### src/rtl/flit_sink_pkg.sv
// flit_sink shared types: flit type encodings, widths and FSM states.
// Imported by the sink top and its popcount helper.
package flit_sink_pkg;

  localparam int DATA_W = 66;
  localparam int TYPE_W = 2;
  localparam int VCH_W  = 1;

  localparam logic [TYPE_W-1:0] TYPE_NONE = 2'b00;
  localparam logic [TYPE_W-1:0] TYPE_HEAD = 2'b01;
  localparam logic [TYPE_W-1:0] TYPE_TAIL = 2'b10;
  localparam logic [TYPE_W-1:0] TYPE_DATA = 2'b11;

  typedef enum logic {
    IDLE = 1'b0,
    BODY = 1'b1
  } state_t;

endpackage

### src/rtl/flit_sink_popcount.sv
// flit_sink_popcount: combinational population count.
// Result width is $clog2(W+1) bits.
module flit_sink_popcount #(
  parameter int W = 66
) (
  input  logic [W-1:0]              vec,
  output logic [$clog2(W+1)-1:0]    cnt
);

  always_comb begin
    cnt = '0;
    for (int i = 0; i < W; i++) begin
      cnt = cnt + {{($clog2(W+1)-1){1'b0}}, vec[i]};
    end
  end

endmodule

### src/rtl/flit_sink.sv
// flit_sink: receive endpoint for the flit mux output.
// Reassembles packets, flags protocol errors, counts link activity.
module flit_sink
  import flit_sink_pkg::*;
#(
  parameter int CNT_W = 32,
  parameter int LEN_W = 8
) (
  input  logic              clk,
  input  logic              rst_,
  input  logic [DATA_W-1:0] idata,
  input  logic              ivalid,
  input  logic [VCH_W-1:0]  ivch,
  input  logic              en,
  input  logic              clr,
  output logic              busy,
  output logic              pkt_done,
  output logic [LEN_W-1:0]  last_len,
  output logic [31:0]       last_dst,
  output logic [CNT_W-1:0]  pkt_cnt,
  output logic [CNT_W-1:0]  flit_cnt,
  output logic [CNT_W-1:0]  toggle_cnt,
  output logic [2:0]        err
);

  localparam int PC_W = $clog2(DATA_W+1);

  state_t             state;
  logic [DATA_W-1:0]  prev_data;
  logic [VCH_W-1:0]   cap_vch;
  logic [31:0]        cap_dst;
  logic [LEN_W-1:0]   pkt_len;

  logic [TYPE_W-1:0]  typ;
  logic [LEN_W-1:0]   len_inc;
  logic [PC_W-1:0]    pc;
  logic [CNT_W:0]     tsum;
  logic               in_body;
  logic               orphan;
  logic               head_err;
  logic               vch_err;
  logic               accept;
  logic               done;

  flit_sink_popcount #(.W(DATA_W)) u_pop (
    .vec (idata ^ prev_data),
    .cnt (pc)
  );

  assign typ      = idata[DATA_W-1 -: TYPE_W];
  assign in_body  = (state == BODY);
  assign busy     = in_body;
  assign orphan   = ivalid && !in_body &&
                    (typ == TYPE_TAIL || typ == TYPE_DATA);
  assign head_err = ivalid && in_body && (typ == TYPE_HEAD);
  assign vch_err  = ivalid && in_body && (ivch != cap_vch);
  assign accept   = ivalid && (typ != TYPE_NONE) && !orphan;
  assign done     = ivalid && in_body && (typ == TYPE_TAIL);
  assign len_inc  = (pkt_len == {LEN_W{1'b1}}) ? pkt_len
                                               : pkt_len + 1'b1;
  assign tsum     = {1'b0, toggle_cnt} + (CNT_W+1)'(pc);

  always_ff @(posedge clk or negedge rst_) begin
    if (!rst_) begin
      state     <= IDLE;
      prev_data <= '0;
      cap_vch   <= '0;
      cap_dst   <= '0;
      pkt_len   <= '0;
      pkt_done  <= 1'b0;
      last_len  <= '0;
      last_dst  <= '0;
    end else begin
      prev_data <= idata;
      pkt_done  <= 1'b0;
      if (ivalid) begin
        unique case (state)
          IDLE: begin
            if (typ == TYPE_HEAD) begin
              state   <= BODY;
              cap_vch <= ivch;
              cap_dst <= idata[31:0];
              pkt_len <= LEN_W'(1);
            end
          end
          BODY: begin
            unique case (typ)
              TYPE_HEAD: begin
                cap_vch <= ivch;
                cap_dst <= idata[31:0];
                pkt_len <= LEN_W'(1);
              end
              TYPE_DATA: pkt_len <= len_inc;
              TYPE_TAIL: begin
                last_len <= len_inc;
                last_dst <= cap_dst;
                pkt_done <= 1'b1;
                state    <= IDLE;
              end
              default: ;
            endcase
          end
          default: state <= IDLE;
        endcase
      end
    end
  end

  // clr overrides any same-cycle increment or error set
  always_ff @(posedge clk or negedge rst_) begin
    if (!rst_) begin
      pkt_cnt    <= '0;
      flit_cnt   <= '0;
      toggle_cnt <= '0;
      err        <= '0;
    end else if (clr) begin
      pkt_cnt    <= '0;
      flit_cnt   <= '0;
      toggle_cnt <= '0;
      err        <= '0;
    end else begin
      err <= err | {vch_err, head_err, orphan};
      if (en) begin
        if (done && pkt_cnt != {CNT_W{1'b1}})
          pkt_cnt <= pkt_cnt + 1'b1;
        if (accept && flit_cnt != {CNT_W{1'b1}})
          flit_cnt <= flit_cnt + 1'b1;
        toggle_cnt <= tsum[CNT_W] ? {CNT_W{1'b1}}
                                  : tsum[CNT_W-1:0];
      end
    end
  end

endmodule

### config.mk
export PLATFORM = sky130hd
export DESIGN_NAME = flit_sink
export DESIGN_NICKNAME = d
export VERILOG_FILES = /design/src/rtl/flit_sink_pkg.sv /design/src/rtl/flit_sink_popcount.sv /design/src/rtl/flit_sink.sv
export SDC_FILE = /design/constraint.sdc
export NUM_CORES = 1
export LEC_CHECK = 0
export CAP_MARGIN = 10
export CORE_UTILIZATION = 54
export CTS_CLUSTER_DIAMETER = 100
export DETAILED_ROUTE_END_ITERATION = 10
export GPL_TIMING_DRIVEN = 0
export MAX_ROUTING_LAYER = met4
export PLACE_DENSITY = 0.81
export SLEW_MARGIN = 25
export SYNTH_ARGS = -nofsm -noshare
export SYNTH_HDL_FRONTEND = slang
export SYNTH_HIERARCHICAL = 1
export SYNTH_SLANG_ARGS = --single-unit
### constraint.sdc
create_clock -name clk -period 8.75 [get_ports clk]
set_clock_uncertainty 0.2 [all_clocks]
set_input_delay 1.3125 -clock clk [delete_from_list [all_inputs] [get_ports clk]]
set_output_delay 1.3125 -clock clk [all_outputs]
set_load 0.02 [all_outputs]
==> flow_metrics.tcl <==
set metrics [dict create \
    rsz0062_at_grt "true" \
    via_count 9791 \
    die_w_um 156 \
    antenna_found_initial 2 \
    synth.most_common_cell "dfrtp_1" \
    dpl_cell_area_um2 15300 \
    ant_nets 0 \
    avgSynthCellArea_um2 10.6 \
    setup_slack_ps 232 \
    hold_viol 0 \
    grt_use_total 0.274 \
    grt_pass1_vias 9890 \
    cts_hold_buf 0 \
    synth_area_um2 12800 \
    regArea_um2 6210 \
    ys_types 62 \
    ioPinCount 213 \
    timing.final.max_slew_violations 0 \
    synthTopCellsByArea "dfrtp_1 49%, fa_1 8.9%, xor2_1 7.8%" \
    finalSetupViolCount 0 \
    critPathArrivalTime_ps 8740 \
    synth_nets 1362 \
    grt_max_degree 94 \
    yosysSeqAreaShare 0.486 \
    rows 55 \
    initialDrtViolationCount 606 \
    finalNonFillerCells 1797 \
    wl_mm 32.0 \
    fmax_mhz 117 \
    status "complete, no violations" \
    hold_path.class "flip-flop to flip-flop" \
    start_kind "input pin" \
    clk_pin_slew_ps 60 \
    synth_top_cells_by_count "248 x dfrtp_1, 150 x nand2_1, 113 x xor2_1" \
    drtPass1Iterations 5 \
    synth_top_cell_area_share 0.486 \
    hpwl_mm 23.1 \
    cp_max_fo 5 \
    end_kind "flip-flop" \
    grt-ovfl-total 0 \
    dp_slack_ps -1320 \
    nets 1616 \
    numCtsBuffers 28 \
    fin_crit_sh 0.973 \
    port_buffers 211 \
    async_flop_share 1.00 \
    slew-limit-headroom 0.333 \
    design.core.area_um2 22900 \
    synth_top_flop_cell "dfrtp_1" \
    clockRootBuffer "clkbuf_16" \
    cp.required_ps 8980 \
    ys_ff_latch 248 \
    worst_slew_pin_slew_ps 995 \
    drive_gt1_frac 0.109 \
    fin_crit_ps 8520 \
    grt_pass1_wl_mm 50.7 \
    initial_core_util 0.557 \
    cts-htree-levels 1 \
    finalInstanceArea_um2 16700 \
    wl_per_cell_um 17.8 \
    synth_cells 1207 \
    criticalPathCategory "input pin to flip-flop" \
    yosysWarnings 6 \
    die-area_um2 24300 \
    cts.sinks 248 \
    place_congestion 0.918 \
    placed_cells 1733 \
    multi_input_comb_area_um2 6230 \
    syn_to_final_growth_pct 30.5 \
    cts_tree "yes" \
    synth-edff-count 0 \
    fillers 1586 \
    drv_cap 0 \
    insertion_delay_ps 540 \
    yosysTopAreaCell "dfrtp_1" \
    die_h_um 156 \
    cp_slowest_stage_delay_ps 560 \
    drc 0 \
    avgViaCountPerCell 5.45 \
    critPathSlowestCell "fa_2" \
    cts.path.max_buffers 3 \
]
==> sequential cells by signal, summed over array words and instances (netlist names) <==
name        cells
cap_vch         1
pkt_cnt        32
pkt_done        1
pkt_len         8
cap_dst        32
flit_cnt       32
busy            1
toggle_cnt     32
err             3
prev_data      66
last_dst       32
last_len        8
==> worst max-delay path, delay by kind of cell <==
family	cells	cell delay, ps
simple gates	5	1030
fa+ha+maj	11	4860
compound gates	4	630
buf+inv	9	700
xor+xnor	1	180
==> per-stage QoR <==
stage	TNS (ps)	util	hold WS, ps
after detailed placement	-25320	0.669	251
final	0	0.727	261
after CTS	0	0.716	261
after global routing	-296	0.727	281
after global placement	-1093060	0.666	243
after floorplan	0	-	233
==> cell families (layout without fill, tap and decap cells) <==
group,after synthesis,count (layout),share of synthesized area
buffers and inverters,133,408,0.0396
AOI/OAI and AO/OA,131,131,0.0681
other,0,2,0
DFF,248,248,0.486
muxes,38,38,0.0330
adders and majority gates,83,83,0.115
and+or+nand+nor,442,442,0.167
xor gates and xnor gates,132,132,0.0906
==> timing repair <==
item	in CTS	in global routing
resized for setup	21	69
setup buffers	3	9
endpoints found under the setup margin	32	32
gates cloned	0	0
pin swaps	18	54
==> area by class of cell <==
cell class	count	area share
Clock inverter	15	0.0135
Antenna cell	2	0.000300
Inverter	97	0.0219
Sequential cell	248	0.372
Clock buffer	36	0.0463
Tap cell	313	0.0235
Timing Repair Buffer	225	0.139
Buffer	35	0.00886
Multi-Input combinational cell	826	0.374
==> cells in the final DEF, fill, tap and decap left out, drive strengths merged, types with 33 or more instances in the layout <==
master,count
fa,57
clkbuf,64
nand3,44
nand2,150
dfrtp,248
nor2,109
mux2,33
inv,98
xor2,113
clkdlybuf4s50,177
a21oi,33
nand4,36
==> layer usage <==
metal,up-vias,wire length (um),global-route usage
met1,4838,13700,0.357
li1,4572,-,-
met4,0,698,0.0864
met3,57,1930,0.0483
met5,-,0,-
met2,324,15700,0.440
==> worst paths after layout <==
check | start | to | slack [ps] | cells after the start
max | idata[61] | toggle_cnt[26] | 230 | 30
min | cap_dst[31] | last_dst[31] | 260 | 2
max reg2reg | prev_data[53] | toggle_cnt[26] | 710 | 31
min reg2reg | cap_dst[31] | last_dst[31] | 260 | 2
max in group asynchronous | rst_ | last_len[5] | 6550 | 3
min in group asynchronous | rst_ | flit_cnt[27] | 530 | 1
Power is not shown: default switching activity piles up to over one toggle a cycle in this logic, so the estimate is an artifact.
